===== src/rtl/imc_ram_pkg.sv =====
// Shared definitions for the IMC decoder dual-port RAM: read-during-write
// policy selectors and the clear-engine state encoding.
package imc_ram_pkg;

  localparam int RDW_OLD = 0;
  localparam int RDW_NEW = 1;

  typedef enum logic {
    CLR_S_CLEAR,
    CLR_S_IDLE
  } clr_state_t;

endpackage


===== src/rtl/imc_ram_rdport.sv =====
// Per-port registered read stage: captures the resolved read word, zeroes
// out-of-range reads and produces the one-cycle rvalid pulse.
module imc_ram_rdport #(
  parameter int DATA_WIDTH = 16
) (
  input  logic                  clk,
  input  logic                  rst_n,
  input  logic                  rd_en,
  input  logic                  in_range,
  input  logic [DATA_WIDTH-1:0] rd_word,
  output logic [DATA_WIDTH-1:0] rdata,
  output logic                  rvalid
);

  // rdata only moves on an accepted read so it holds between reads.
  always_ff @(posedge clk or negedge rst_n) begin
    if (!rst_n) begin
      rdata  <= '0;
      rvalid <= 1'b0;
    end else begin
      rvalid <= rd_en;
      if (rd_en) begin
        rdata <= in_range ? rd_word : '0;
      end
    end
  end

endmodule


===== src/rtl/imc_dpram_sync.sv =====
// Synchronous true dual-port RAM with port-0-wins write arbitration,
// selectable cross-port read-during-write result and a built-in clear engine.
module imc_dpram_sync
  import imc_ram_pkg::*;
#(
  parameter int                    DATA_WIDTH = 16,
  parameter int                    ADDR_WIDTH = 6,
  parameter int                    RAM_DEPTH  = 64,
  parameter logic [DATA_WIDTH-1:0] INIT_VALUE = '0,
  parameter int                    RDW_MODE   = RDW_OLD
) (
  input  logic                  clk,
  input  logic                  rst_n,
  input  logic                  init_req,
  output logic                  busy,
  input  logic                  cs_0,
  input  logic                  we_0,
  input  logic [ADDR_WIDTH-1:0] addr_0,
  input  logic [DATA_WIDTH-1:0] wdata_0,
  output logic [DATA_WIDTH-1:0] rdata_0,
  output logic                  rvalid_0,
  input  logic                  cs_1,
  input  logic                  we_1,
  input  logic [ADDR_WIDTH-1:0] addr_1,
  input  logic [DATA_WIDTH-1:0] wdata_1,
  output logic [DATA_WIDTH-1:0] rdata_1,
  output logic                  rvalid_1,
  output logic                  collision
);

  localparam int IDX_W = (RAM_DEPTH > 1) ? $clog2(RAM_DEPTH) : 1;

  logic [DATA_WIDTH-1:0] mem [RAM_DEPTH];

  clr_state_t       state, state_nxt;
  logic [IDX_W-1:0] clr_cnt, clr_cnt_nxt;

  logic             in_range_0, in_range_1;
  logic [IDX_W-1:0] idx_0, idx_1;
  logic             same_addr;
  logic             wr_0, wr_1_req, wr_1, collide;
  logic             rd_0, rd_1;
  logic [DATA_WIDTH-1:0] rd_word_0, rd_word_1;

  always_ff @(posedge clk or negedge rst_n) begin
    if (!rst_n) begin
      state   <= CLR_S_CLEAR;
      clr_cnt <= '0;
    end else begin
      state   <= state_nxt;
      clr_cnt <= clr_cnt_nxt;
    end
  end

  // init_req is only honoured from IDLE; a request during a clear is dropped.
  always_comb begin
    state_nxt   = state;
    clr_cnt_nxt = clr_cnt;
    case (state)
      CLR_S_CLEAR: begin
        if (clr_cnt == IDX_W'(RAM_DEPTH - 1)) begin
          state_nxt   = CLR_S_IDLE;
          clr_cnt_nxt = '0;
        end else begin
          clr_cnt_nxt = clr_cnt + 1'b1;
        end
      end
      CLR_S_IDLE: begin
        if (init_req) begin
          state_nxt   = CLR_S_CLEAR;
          clr_cnt_nxt = '0;
        end
      end
      default: begin
        state_nxt   = CLR_S_CLEAR;
        clr_cnt_nxt = '0;
      end
    endcase
  end

  assign busy = (state == CLR_S_CLEAR);

  assign in_range_0 = {1'b0, addr_0} < (ADDR_WIDTH + 1)'(RAM_DEPTH);
  assign in_range_1 = {1'b0, addr_1} < (ADDR_WIDTH + 1)'(RAM_DEPTH);
  assign idx_0      = addr_0[IDX_W-1:0];
  assign idx_1      = addr_1[IDX_W-1:0];
  assign same_addr  = (addr_0 == addr_1);

  // Port 0 owns a contested address; port 1's write is dropped and flagged.
  assign wr_0     = !busy && cs_0 && we_0 && in_range_0;
  assign wr_1_req = !busy && cs_1 && we_1 && in_range_1;
  assign collide  = wr_0 && wr_1_req && same_addr;
  assign wr_1     = wr_1_req && !collide;
  assign rd_0     = !busy && cs_0 && !we_0;
  assign rd_1     = !busy && cs_1 && !we_1;

  always_comb begin
    rd_word_0 = mem[idx_0];
    rd_word_1 = mem[idx_1];
    if (RDW_MODE == RDW_NEW) begin
      if (wr_1 && same_addr) rd_word_0 = wdata_1;
      if (wr_0 && same_addr) rd_word_1 = wdata_0;
    end
  end

  // The array itself is never reset; the clear engine initialises it.
  always_ff @(posedge clk) begin
    if (busy) begin
      mem[clr_cnt] <= INIT_VALUE;
    end else begin
      if (wr_0) mem[idx_0] <= wdata_0;
      if (wr_1) mem[idx_1] <= wdata_1;
    end
  end

  always_ff @(posedge clk or negedge rst_n) begin
    if (!rst_n) begin
      collision <= 1'b0;
    end else begin
      collision <= collide;
    end
  end

  imc_ram_rdport #(.DATA_WIDTH(DATA_WIDTH)) u_rdport_0 (
    .clk      (clk),
    .rst_n    (rst_n),
    .rd_en    (rd_0),
    .in_range (in_range_0),
    .rd_word  (rd_word_0),
    .rdata    (rdata_0),
    .rvalid   (rvalid_0)
  );

  imc_ram_rdport #(.DATA_WIDTH(DATA_WIDTH)) u_rdport_1 (
    .clk      (clk),
    .rst_n    (rst_n),
    .rd_en    (rd_1),
    .in_range (in_range_1),
    .rd_word  (rd_word_1),
    .rdata    (rdata_1),
    .rvalid   (rvalid_1)
  );

endmodule

===== config.mk =====
export PLATFORM = sky130hd
export DESIGN_NAME = imc_dpram_sync
export DESIGN_NICKNAME = d
export VERILOG_FILES = /design/src/rtl/imc_ram_pkg.sv /design/src/rtl/imc_ram_rdport.sv /design/src/rtl/imc_dpram_sync.sv
export SDC_FILE = /design/constraint.sdc
export NUM_CORES = 2
export LEC_CHECK = 0
export CAP_MARGIN = 20
export CORE_UTILIZATION = 50
export CTS_BUF_LIST = sky130_fd_sc_hd__clkbuf_8
export CTS_CLUSTER_SIZE = 28
export DETAILED_ROUTE_END_ITERATION = 10
export PLACE_DENSITY = 0.63
export REMOVE_ABC_BUFFERS = 1
export SLEW_MARGIN = 40
export SYNTH_ARGS = -nofsm -noshare
export SYNTH_HDL_FRONTEND = slang
export SYNTH_HIERARCHICAL = 1
export SYNTH_SLANG_ARGS = --single-unit
export TNS_END_PERCENT = 100

===== constraint.sdc =====
create_clock -name clk -period 3.34 [get_ports clk]
set_input_delay 0.668 -clock clk [delete_from_list [all_inputs] [get_ports clk]]
set_output_delay 0.668 -clock clk [all_outputs]
set_load 0.005 [all_outputs]

* Word-level counts from Yosys, hierarchy flattened
Memory sizes are Yosys's and may differ from the RTL's. A register that Yosys moved wholly into a read port is not among the register bits.
Index checks and enable logic that the tools add are counted.
** Storage, ports and cells
- Register bits after elaboration :: 10
- RAM bits :: 1024
- Input port bits :: 51
- Output and inout port bits :: 36
- Word-level logic and storage cells :: 42
- Memories kept :: 1
** Cells by class
- $add $sub $neg :: 1
- Equality and inequality tests :: 3
- Muxes and demuxes :: 16
- Bitwise operators :: 1
- Reductions and logical operators :: 15
** Memory list
- mem :: depth 64, width 16, read ports 2, clocked after memory_dff 2, wr ports 2, line imc_dpram_sync.sv:33 : logic [DATA_WIDTH-1:0] mem [RAM_DEPTH];
** Operators by type and width (number)
- 2-to-1 mux 6 bit :: 3
- 2-to-1 mux 16 bit :: 1
- OR reduction 16 bit :: 1
- one-hot mux 6 bit (2 select lines) :: 1
- 2-to-1 mux 1 bit :: 10
- logical AND 1 bit :: 9
- adder 6 x 1 -> 6 bit, second input constant :: 1
- equality test 6 bit :: 1
- equality test 6 bit, second input constant :: 1
- zero test 1 bit :: 5
- inequality test 2 bit, second input constant :: 1
- one-hot mux 1 bit (2 select lines) :: 1
- NOT 1 bit :: 1

* Longest topological paths before layout
- Depth in word-level cells :: 9
- Gate-level depth with buffers :: 13
- Mapped depth without buffers :: 7

* Hierarchy
Netlist, hierarchy kept.
** By module, submodules not included
- imc_dpram_sync :: instances 1, cells an instance 4247, area each 62880.3 um^2, seq. area each 30949.7 um^2
- imc_ram_rdport :: instances 2, cells an instance 69, area each 680.7 um^2, seq. area each 425.4 um^2

* Worst setup path before layout
OpenSTA, ideal clock, no wires.
- Path kind :: in2reg
- Start point :: input port addr_0[1]
- End point :: memory mem[19][0] (enable)
- Data arrival time :: 3.169 ns
- Data required time :: 2.945 ns
- Path slack :: -0.225 ns
- Stages on the path :: 10
- Cell sequence :: clkbuf_1 buf_4 buf_4 buf_2 buf_4 buf_2 nand2_1 o21ai_0 nand2_1 o22ai_1
** RTL lines
- start, declared :: line imc_dpram_sync.sv:18 : input logic [ADDR_WIDTH-1:0] addr_0,
- end, declared :: line imc_dpram_sync.sv:33

==> results.md <==
- Initial antenna violation count: 25
- Tightest Pin Transition: slightly below 1 ns
- Clock tree buffer depth: 3
- Critical Path Most Common Cell: buf_4
- Die H: roughly 360 um
- Max cap viols: 0
- Slew margin rel.: 34.5%
- CP max stage cell: clkdlybuf4s50_1
- Worst r2r src: state$_DFF_PN0_
- Fin crit period: 2.93 ns
- WP data required: between 4 and 5 ns
- Overflow after GRT: 0
- Mapped cell area: ~64000 um^2
- Sw Share: around a third
- Number of cells produced by synthesis: ~4400
- Ys flop type: edfxtp_1
- Die width: 360 um
- Internal Power: about 0.024 W
- Vias in the first global route: 44900
- Synth-to-Final Area Change: 18.3%
- CP arrival: approximately 3.8 ns
- Top cell type by total area after synthesis: edfxtp_1
- Pwr dens: between 400 and 500 nW/um^2
- Num CTS Buffers: 187
- WS Path Type: in2reg
- GR Util All Layers: roughly 41%
- Comb pwr share: 20.8%
- Row cnt: 131
- Post-CTS setup buffers: 0
- Outcome: complete, but fails checks
- Cell family with the largest share of critical-path delay: buffers and inverters
- Fmax: approximately 340 MHz
- Crit path buffers/inverters: 7
- Final nets: around 4800
- Yosys warns: 6
- Area of the die: about 130000 um^2
- Area contributors post-synth: edfxtp_1 48%, mux2_2 17%, mux4_2 12%
- CP Cell Sequence: clkdlybuf4s50_1, buf_4, buf_4, nor2_1, nand2_1, buf_12, buf_4, a21oi_1, a221oi_1, buf_2, buf_4, nand4_1, nand3_1, o21ai_0
- Root Buffer: clkbuf_8
- Max Fanout on Critical Path: 11
- Vias/cell: between 7 and 8
- Number of synthesized flops with an enable pin: slightly above 1000
- Crit path largest cell delay: just under 0.8 ns
- Static leakage: about 27 nW
- Sw Pwr: approximately 0.011 W
- Worst Setup Start Kind: input pin
- # DRC: 4
- #FFs+latches synth: around 1100
- Worst VDD drop: between 0.0004 and 0.0005 V
- Worst min path class: in2reg
- H-tree depth: 4
- Boundary Pins: 87
- Failing checks: design-rule violations
- Core area: roughly 130000 um^2
- CTS tree: built
- HP Start: wdata_1[7]
- Final setup viols: 0
- Crit. End Element: register
- Post-DP HPWL: 183000 um
- Final Hold Fails: 0
- CTS clk-pin slew, worst paths: 0.06 ns
- Post-route ant nets: 0
- Hold Slack: ~0.17 ns
- Share of cells above drive strength 1: between 50 and 60%
- Total number of vias: 47400
- Clock sink count: 1066
- R2R Setup Slk: around 0.41 ns
- Sequential-to-total area share from yosys stat: between 40 and 50%
- Starting Density: between 50% and 60%
- Async set or reset register ratio after synthesis: under 10%
- Slew Limit Fails: 0
- Setup_tns: 0 ns
- Initial DRC count: ~7900
- Routed WL: 270000 um
- Worst-Skew Late Latency: a little under 1 ns
- Routability cong.: 1.02
- Clk pwr share: around a third
- Largest net degree at the start of global routing: 65
- Sequential share of power: between 40% and 50%
- Clk_skew: between 0.04 and 0.05 ns
- Area share of the largest cell type after synthesis: a little under half
- Distinct cells, synth: between 70 and 80
- Avg Cell Area, Syn: 14.7 um^2
- DRT Pass-1 Iters: 11
- Reg-to-reg endpoint: mem[56][0]$_DFFE_PP_
- Hold Crit Endpoint: mem[59][7]$_DFFE_PP_
- Hold path depth: 2
- Period utilisation layout: between 80% and 90%
- First-pass GRT wire length: about 370000 um
- Worst R2R Path Depth: 8
- Unrepaired setup endpoints after global routing: false
- Routed wire per std cell: 41.2 um
- Port Buffer Count: 86
## power groups by stage
stage / sequential (W) / clock, W / combinational (W)
final: 0.0164 / 0.0115 / 0.00733
after global placement: 0.0166 / 0 / 0.00699
after CTS: 0.0164 / 0.0115 / 0.00708
after detailed placement: 0.0166 / 0 / 0.00705
after global routing: 0.0165 / 0.0120 / 0.00743
after floorplan: 0.0163 / 0 / 0.00279
## worst reg2reg max path: stages, from the launching register on
cell and delay (ns):
dfrtp_1 0.42, and3_1 0.29, nand4_4 0.18, buf_12 0.15, buf_4 0.15, o211ai_4 0.10, buf_4 0.23, nor2_4 0.71
mux2_2 0.43
## through the flow
step           total power (W)  utilization, %  cell area [um^2]  worst slack [ns]  std cells
4_1_cts                 0.0349            59.6             76000             0.403       6563
3_5_place_dp            0.0237            56.9             72500            -0.442       6213
2_1_floorplan           0.0191               -             61700             -1.21       3832
3_3_place_gp            0.0236            56.8             72400            -0.771       6208
5_1_grt                 0.0359            59.6             76000             0.396       6565
6_report                0.0352            59.6             76000             0.409       6568
## layout make-up
cell class                      instances  area, um^2
Antenna cell                            4        10.0
Clock buffer                          188        2590
Clock inverter                        161         806
Fill cell                            9998       51500
Inverter                               37         139
Multi-Input combinational cell       2729       30300
Sequential cell                      1066       31800
Tap cell                             1662        2080
Timing Repair Buffer                  721        8240
## routing by layer
metal	vias up	global-route usage, %	routed length (um)
li1	18400	-	-
met1	24400	56.3	101000
met2	3820	58.2	113000
met3	731	13.8	39400
met4	24	21.4	16200
met5	-	0	146
## flip-flops by register name, indices dropped and copies added, names as in the netlist
| signal | flops |
|---|---|
| collision | 1 |
| u_rdport_1/rdata | 16 |
| u_rdport_1/rvalid | 1 |
| state | 1 |
| u_rdport_0/rvalid | 1 |
| mem | 1024 |
| u_rdport_0/rdata | 16 |
| clr_cnt | 6 |
## kinds of logic after synthesis
group	Yosys count	share of synthesized area [%]
muxes	1647	35.0
DFF	1066	49.5
AOI/OAI and AO/OA	637	7.34
buffers and inverters	603	4.26
and+or+nand+nor	422	3.78
xor gates and xnor gates	8	0.109
adders and majority gates	1	0.0195
other	1	0.00584
## cell usage after synthesis, types with 35 or more instances
master / n
edfxtp_1: 1024
mux2_2: 979
mux4_2: 330
clkbuf_1: 303
mux2i_1: 212
a22oi_1: 160
buf_2: 156
mux2_4: 126
o22ai_1: 109
a221oi_1: 98
nand2_1: 90
nand3_1: 84
o21ai_0: 82
buf_1: 62
nor2_2: 48
dfrtp_1: 42
a21oi_1: 39
inv_1: 35
## placed cells by master, fill, tap and decap left out, types with 25 or more instances in the layout
cell	count
mux2_2	979
o21ai_0	81
nand2_1	90
clkdlybuf4s50_1	61
mux2_4	126
o22ai_2	64
nand3_1	84
mux2i_1	212
edfxtp_1	1024
nor2_2	37
a21oi_1	39
clkbuf_8	190
dfrtp_1	42
clkinv_1	51
clkinv_2	27
a22oi_1	160
and3_1	25
inv_1	98
buf_4	422
buf_12	208
mux4_2	330
nor2_4	31
a221oi_1	98
o22ai_1	45
## timing repair
action	4_1_cts	5_1_grt
hold endpoints to repair	33	0
hold buffers	1	0
gates resized for setup	0	0
## how the worst max path moves through the flow
stage                               start                               to  slack (ns)  cells after the start
after floorplan                 addr_1[1]             mem[60][0]$_DFFE_PP_       -1.21                      3
after global placement          addr_1[5]  u_rdport_1/rdata[1]$_DFFE_PN0P_       -0.77                     13
after detailed placement        addr_1[5]             mem[56][2]$_DFFE_PP_       -0.44                     10
after CTS                 state$_DFF_PN0_                             busy        0.40                      2
after global routing      state$_DFF_PN0_             mem[56][1]$_DFFE_PP_        0.40                      8
final                           addr_1[5]  u_rdport_1/rdata[1]$_DFFE_PN0P_        0.41                     14
No activity file was read; power rests on OpenSTA's default activity.
